$ cat config.mk
export PLATFORM = sky130hd
export DESIGN_NAME = fp_adder_arbiter
export DESIGN_NICKNAME = d
export VERILOG_FILES = /design/src/rtl/fp_adder_arbiter.sv
export SDC_FILE = /design/constraint.sdc
export NUM_CORES = 1
export LEC_CHECK = 0
export BUFFER_PORTS_ARGS = -buffer_cell sky130_fd_sc_hd__buf_2
export CORE_AREA = 2 2 159 161
export DETAILED_ROUTE_END_ITERATION = 7
export DIE_AREA = 0 0 161 163
export PLACE_DENSITY = 0.6
export SETUP_SLACK_MARGIN = 0.4
export SYNTH_ARGS = -nofsm -noshare
export SYNTH_HDL_FRONTEND = slang
export SYNTH_SLANG_ARGS = --single-unit
$ cat constraint.sdc
create_clock -name clk -period 4.1 [get_ports clk]
set_clock_uncertainty 0.05 [all_clocks]
set_input_delay 0.205 -clock clk [delete_from_list [all_inputs] [get_ports clk]]
set_output_delay 0.205 -clock clk [all_outputs]
set_load 0.02 [all_outputs]
$ cat src/rtl/fp_adder_arbiter.sv
// Round-robin arbiter that shares one stb/ack floating-point adder among N_REQ requesters.
// Define FP_ADDER_ARBITER_GRANT_COUNT_EN to add saturating per-requester grant counters.
module fp_adder_arbiter #(
    parameter int N_REQ = 4,
    parameter int WIDTH = 32
) (
    input  logic                        clk,
    input  logic                        rst,
    input  logic [N_REQ-1:0][WIDTH-1:0] req_a,
    input  logic [N_REQ-1:0][WIDTH-1:0] req_b,
    input  logic [N_REQ-1:0]            req_stb,
    output logic [N_REQ-1:0]            req_ack,
    output logic [WIDTH-1:0]            resp_z,
    output logic [N_REQ-1:0]            resp_stb,
    input  logic [N_REQ-1:0]            resp_ack,
    output logic [WIDTH-1:0]            adder_a,
    output logic                        adder_a_stb,
    input  logic                        adder_a_ack,
    output logic [WIDTH-1:0]            adder_b,
    output logic                        adder_b_stb,
    input  logic                        adder_b_ack,
    input  logic [WIDTH-1:0]            adder_z,
    input  logic                        adder_z_stb,
    output logic                        adder_z_ack
`ifdef FP_ADDER_ARBITER_GRANT_COUNT_EN
    ,
    output logic [N_REQ-1:0][15:0]      grant_count
`endif
);

    localparam int IW = (N_REQ > 1) ? $clog2(N_REQ) : 1;

    typedef enum logic [2:0] {IDLE, SEND_A, SEND_B, WAIT_Z, RESPOND} state_t;

    state_t             state, state_nxt;
    logic [IW-1:0]      ptr, ptr_nxt, grant, grant_nxt, g_sel;
    logic [N_REQ-1:0]   req_ack_nxt, resp_stb_nxt;
    logic [WIDTH-1:0]   resp_z_nxt, adder_a_nxt, adder_b_nxt;
    logic               adder_a_stb_nxt, adder_b_stb_nxt, adder_z_ack_nxt;

    // Lowest offset from base wins, so scanning downward leaves the nearest hit.
    function automatic logic [IW-1:0] rr_pick(input logic [IW-1:0] base,
                                              input logic [N_REQ-1:0] mask);
        logic [IW-1:0] sel;
        int            idx;
        sel = '0;
        for (int k = N_REQ - 1; k >= 0; k--) begin
            idx = int'(base) + k;
            if (idx >= N_REQ) idx = idx - N_REQ;
            if (mask[idx]) sel = IW'(idx);
        end
        return sel;
    endfunction

    function automatic logic [IW-1:0] next_ptr(input logic [IW-1:0] g);
        return (g == IW'(N_REQ - 1)) ? '0 : g + 1'b1;
    endfunction

    always_comb begin
        state_nxt       = state;
        ptr_nxt         = ptr;
        grant_nxt       = grant;
        req_ack_nxt     = '0;
        resp_stb_nxt    = resp_stb;
        resp_z_nxt      = resp_z;
        adder_a_nxt     = adder_a;
        adder_b_nxt     = adder_b;
        adder_a_stb_nxt = adder_a_stb;
        adder_b_stb_nxt = adder_b_stb;
        adder_z_ack_nxt = adder_z_ack;
        g_sel           = rr_pick(ptr, req_stb);
        case (state)
            IDLE: begin
                if (|req_stb) begin
                    grant_nxt          = g_sel;
                    adder_a_nxt        = req_a[g_sel];
                    adder_b_nxt        = req_b[g_sel];
                    req_ack_nxt[g_sel] = 1'b1;
                    adder_a_stb_nxt    = 1'b1;
                    state_nxt          = SEND_A;
                end
            end
            SEND_A: begin
                if (adder_a_ack) begin
                    adder_a_stb_nxt = 1'b0;
                    adder_b_stb_nxt = 1'b1;
                    state_nxt       = SEND_B;
                end
            end
            SEND_B: begin
                if (adder_b_ack) begin
                    adder_b_stb_nxt = 1'b0;
                    adder_z_ack_nxt = 1'b1;
                    state_nxt       = WAIT_Z;
                end
            end
            WAIT_Z: begin
                if (adder_z_stb && adder_z_ack) begin
                    resp_z_nxt          = adder_z;
                    adder_z_ack_nxt     = 1'b0;
                    resp_stb_nxt        = '0;
                    resp_stb_nxt[grant] = 1'b1;
                    state_nxt           = RESPOND;
                end
            end
            RESPOND: begin
                // Only the granted requester's ack can release the result.
                if (resp_ack[grant]) begin
                    resp_stb_nxt = '0;
                    ptr_nxt      = next_ptr(grant);
                    state_nxt    = IDLE;
                end
            end
            default: state_nxt = IDLE;
        endcase
    end

    always_ff @(posedge clk or posedge rst) begin
        if (rst) begin
            state       <= IDLE;
            ptr         <= '0;
            grant       <= '0;
            req_ack     <= '0;
            resp_stb    <= '0;
            resp_z      <= '0;
            adder_a     <= '0;
            adder_b     <= '0;
            adder_a_stb <= 1'b0;
            adder_b_stb <= 1'b0;
            adder_z_ack <= 1'b0;
        end else begin
            state       <= state_nxt;
            ptr         <= ptr_nxt;
            grant       <= grant_nxt;
            req_ack     <= req_ack_nxt;
            resp_stb    <= resp_stb_nxt;
            resp_z      <= resp_z_nxt;
            adder_a     <= adder_a_nxt;
            adder_b     <= adder_b_nxt;
            adder_a_stb <= adder_a_stb_nxt;
            adder_b_stb <= adder_b_stb_nxt;
            adder_z_ack <= adder_z_ack_nxt;
        end
    end

`ifdef FP_ADDER_ARBITER_GRANT_COUNT_EN
    always_ff @(posedge clk or posedge rst) begin
        if (rst) begin
            grant_count <= '0;
        end else begin
            for (int g = 0; g < N_REQ; g++) begin
                if (req_ack[g] && grant_count[g] != 16'hFFFF)
                    grant_count[g] <= grant_count[g] + 16'd1;
            end
        end
    end
`endif

endmodule
Yosys cells after proc, flatten, opt, wreduce, memory -nomap -nowiden
Cells that the tools add are included.

Register bits after elaboration: 114. Input bits: 301. Output and inout bits: 107. Logic and storage cells: 109.

$add $sub $neg: 8. Magnitude comparators: 12. Eq/ne operators: 10. Mux-type cells: 51. Reductions and logical operators: 17.

Operators by type and width (count): two-way mux 32 bit (6); binary-select mux 32 bit (select 2 bit) (2); less-than comparator 32 x 4 -> 1 bit (second input constant) (4); two-way mux 1 bit (17); two-way mux 4 bit (4); two-way mux 3 bit (5); case mux 3 bit (5 select lines) (1); AND reduction 3 bit (4); subtractor 3 x 3 -> 4 bit (second input constant) (3); binary-select mux 1 bit (select 2 bit) (5); two-way mux 2 bit (5); != test 2 bit (second input constant) (5); greater-or-equal comparator 3 bit (second input constant) (3); case mux 4 bit (2 select lines) (1); nonzero test 2 bit (4); adder 2 x 2 -> 3 bit (second input constant) (2); == test 3 x 2 -> 1 bit (second input constant) (2); less-than comparator 2 x 3 -> 1 bit (second input constant) (2); case mux 1 bit (2 select lines) (3); AND reduction 2 bit (3); AND reduction 5 bit (1); demux 1 bit (select 2 bit) (2); greater-or-equal comparator 2 x 1 -> 1 bit (second input constant) (2); OR reduction 4 bit (1); 9 further kinds (11).

Longest topological paths before layout
Depth after elaboration: 16. Depth in mapped cells: 9. Mapped depth without buffers: 5.

Least setup slack after synthesis
No wires, ideal clock.

Kind: register to register. Start: reg ptr[1]. End: reg adder_a[19]. Data arrival time: 1.787 ns. Setup slack: 2.139 ns. Cell stages (with the launch flop): 8. Path buffers: 2. Clock period less this slack: 1.961 ns. Cell sequence: dfrtp_1 -> or3b_2 -> o221a_2 -> clkbuf_1 -> clkbuf_1 -> nand2_1 -> a21oi_1 -> a211o_1.

Cells in the longest elaborated chain, start to end: 12.

RTL lines: from (decl) (line 36) `logic [IW-1:0] ptr, ptr_nxt, grant, grant_nxt, g_sel;`; from (signal assigned) (line 133) `ptr <= ptr_nxt;`; adder 2 x 2 -> 3 bit (line 48) `idx = int'(base) + k;`; subtractor 3 x 3 -> 4 bit or greater-or-equal comparator 3 bit (tied branches) (line 49) `if (idx >= N_REQ) idx = idx - N_REQ;`; two-way mux 32 bit (line 49); binary-select mux 1 bit (select 2 bit) (line 50) `if (mask[idx]) sel = IW'(idx);`; two-way mux 1 bit (not written as such) (2 in a row) (line 50); two-way mux 2 bit (3 in a row) (line 50); two-way mux 2 bit (*) (line 50); binary-select mux 32 bit (select 2 bit) (*) (line 76) `adder_a_nxt = req_a[g_sel];`; two-way mux 32 bit (not written as such) (*) (line 76); to (signal assigned) (line 138) `adder_a <= adder_a_nxt;`; to (decl) (line 16) `output logic [WIDTH-1:0] adder_a,`.

Every way passes the cells marked *; elsewhere a longest branch is shown, timed or not. The select of a mux whose other input is x is not followed. A chain may end at the register's enable or synchronous reset.

Final worst setup path
Start: reg ptr[1]. End: reg adder_b[6].

Cells in the longest elaborated chain, start to end: 12.

RTL lines: adder 2 x 2 -> 3 bit (line 48); subtractor 3 x 3 -> 4 bit or greater-or-equal comparator 3 bit (tied branches) (line 49); two-way mux 32 bit (line 49); binary-select mux 1 bit (select 2 bit) (line 50); two-way mux 1 bit (not written as such) (2 in a row) (line 50); two-way mux 2 bit (3 in a row) (line 50); two-way mux 2 bit (*) (line 50); binary-select mux 32 bit (select 2 bit) (*) (line 77) `adder_b_nxt = req_b[g_sel];`; two-way mux 32 bit (not written as such) (*) (line 77); to (signal assigned) (line 139) `adder_b <= adder_b_nxt;`; to (decl) (line 19) `output logic [WIDTH-1:0] adder_b,`.

Marked as above.

==> results.cfg <==
[critical_path]
worstPathArrival_ps = 3200
cp_num_cells = 6
cp-startpoint = ptr[1]
ff2ff_path_depth = 6
cpLargestDelayFamily = compound AO/OA/AOI/OAI gates
rrSetupSlack_ps = 1190
cp-end-kind = flop
cp_max_fo = 58
worstReg2RegStart = ptr[1]
start_kind = flop
worst-setup-path-type = reg -> reg
cp-endpoint = adder_b[6]
path_cells = a21boi_0 -> o221a_4 -> buf_12 -> nand2_1 -> a31oi_1 -> dlygate4sd3_1
critical_path.slowest_cell = o221a_4
cp.required_ps = 4380
path_buf_inv = 2
r2r-end = adder_b[6]
cpPeakStageDelay_ps = 690

[timing]
rsz0062_at_grt = no
fin_crit_ps = 2912
worst_pin_slew_ps = 1084
relSlewSlack_pct = 27.46
setup_tns_ps = 0
setup_ws_ps = 1188
finalSetupViolations = 0
clock.fmax_mhz = 343.4
hold_violations = 0
finalCritPeriodShare_pct = 71.03
slew_violations = 0

[yosys]
async_reset_ff_share_pct = 100.0
syn_area_per_cell_um2 = 9.178
syn_nets = 961
synth_top_area_share_pct = 47.38
syn-cell-area_um2 = 6021
synth_edf_count = 0
post-synth-top-area-cell = dfrtp_1
synth_most_common_cell = nand2_1
yosys_warnings = 0
yosys-top-cells-area = dfrtp_1, nand2_1, mux2_2
syn_inst = 656
ys_seq_elements = 114
yosysSeqAreaShare_pct = 47.38
synth_common_cells = nand2_1, dfrtp_1, a21oi_1
ys.flop_type = dfrtp_1
ys_types = 40

[floorplan]
core.rowCount = 58
die_h_um = 163
die_w_um = 161
core_area_um2 = 24670
initial_core_util_pct = 24.40
dieArea_um2 = 26240
ioPinCount = 408

[power_and_ir_drop]
p_int_mw = 4.267
pwr-share-clk_pct = 22.7
netSwitchingFraction_pct = 41.30
leakage_nw = 5.006
p_switching_mw = 3.002
vdd_drop_max_v = 0.0003279
p_comb_share_pct = 49.8
seq_power_share_pct = 27.5
power_density_nw_per_um2 = 740.0

[placement]
routabilityCongestion = 0.8725
post-place-ws_ps = 1321
dpl-instance-area_um2 = 8382
port_buffers = 407
dp_hpwl_um = 16280
dp.cells = 1351

[clocking]
cts_max_level = 4
cts-root-buf = clkbuf_16
clk_pin_slew_ps = 60
cts.repair.resized = 0
clk_path_buf_depth = 2
cts_sinks = 114
cts_buffers = 17
cts_tree = done
cts_setup_buffers = 0
clkLatencyLatePin_ps = 410

[final_layout]
insertedDiodeCount = 0
finalNetCount = 1424
finalNonFillerCells = 1462
final_area_um2 = 9822
synthToLayoutAreaGrowth_pct = 63.13
multi_input_area_um2 = 2949
nFillCells = 2474
layout-drive-gt1-share_pct = 46.29
ff_latch_area_um2 = 2853

[drt]
drc = 0
ant_nets = 0
routed_via_density = 4.679
wl_um = 23770
drt_iter0_drc = 383
dr_total_vias = 6841
dr.pass1.iters = 4
wl_per_cell_um = 16.26

[run_status]
outcome = completed

[grt]
antenna_found_initial = 1
grt_usage_pct = 17.45
grt_max_degree = 75
grt_overflow_total = 0
grt_pass1_wl_um = 36110
grt_pass1_vias = 7074

[min_path]
min_path_type = in -> reg

[run]
cap_violations = 0
sequential cells by signal (all words and copies together) (netlist names):
name	flops
adder_b	32
req_ack	4
state	3
adder_z_ack	1
grant	2
adder_a_stb	1
adder_b_stb	1
ptr	2
adder_a	32
resp_stb	4
resp_z	32
kinds of logic (layout without fill, tap and decap cells):
family	after synthesis	in the layout	share of synthesized area, %
compound gates	186	186	19.62
mux	66	66	12.49
simple gates	230	230	15.30
fa+ha+maj	4	4	0.8313
buf+inv	56	532	4.385
flops	114	114	47.38
metrics by stage:
stage               utilization (%)  hold slack, ps  total power, mW
finish                        39.81           31.95            7.269
global route                  39.81           9.038            7.733
CTS                           39.77          0.7189            7.331
floorplan                         -           306.7            4.220
global placement              33.97           333.2            5.343
detailed placement            33.97           342.6            5.382
worst min path at each step:
stage                from     endpoint  slack (ps)  cells past startpoint
2_1_floorplan  adder_z[0]    resp_z[0]         310                      1
3_3_place_gp          rst   resp_z[15]         330                      2
3_5_place_dp          rst   resp_z[15]         340                      2
4_1_cts        req_a[117]  adder_a[21]         0.7                      3
5_1_grt        req_b[126]  adder_b[30]           9                      3
6_report       req_a[117]  adder_a[21]          30                      3
cell type report:
cell class	instances	share of cell area, %
clock buffer	19	4.611
clock inverter	13	2.000
inverter	4	0.1783
multi-input combinational	486	30.03
sequential	114	29.04
tap	330	4.204
timing repair buffer	496	29.94
placed cells by master (no fill, tap or decap), types with 2 or more instances in the layout:
master         count
nand2b_1           2
mux2i_1            2
dlygate4sd3_1     79
clkbuf_8           2
nand2_1          205
buf_12             3
clkbuf_16         17
nand3_1            2
a21oi_1           75
nor2_1             7
a31oi_1           31
dfrtp_1          114
inv_6              5
buf_2            407
inv_1              3
bufinv_16          4
a211o_1           34
o22ai_1           30
clkinvlp_4         2
nor2b_1            3
a22o_1             4
mux2_2            63
clkinv_4           2
a21boi_0           2
buf_4              7
o21ai_0            3
ha_1               4
per-layer routing:
| metal | vias to the layer above | share of wire (%) | global-route usage, % |
|---|---|---|---|
| met5 | - | 0.055 | 0 |
| met4 | 2 | 2.6 | 6.737 |
| met3 | 39 | 7.3 | 5.118 |
| met2 | 307 | 50 | 31.35 |
| met1 | 3248 | 40 | 19.49 |
| li1 | 3245 | - | - |
power by group through the flow:
stage	registers [mW]	logic, mW	clock network [mW]
floorplan	2.57	1.65	0
global placement	2.00	3.34	0
detailed placement	2.01	3.37	0
CTS	2.00	3.63	1.70
global route	2.07	3.91	1.75
finish	2.00	3.62	1.65
worst min-delay path, delay by kind of cell:
family	cells	cell delay [ps]
AOI/OAI and AO/OA	1	90
buffers and inverters	1	100
and+or+nand+nor	1	40
repair_timing:
| item | 4_1_cts | 5_1_grt |
|---|---|---|
| hold buffers | 78 | 1 |
| setup endpoints to repair | 0 | 0 |
| hold endpoints to repair | 111 | 1 |
Power figures use the tool's default switching activity.
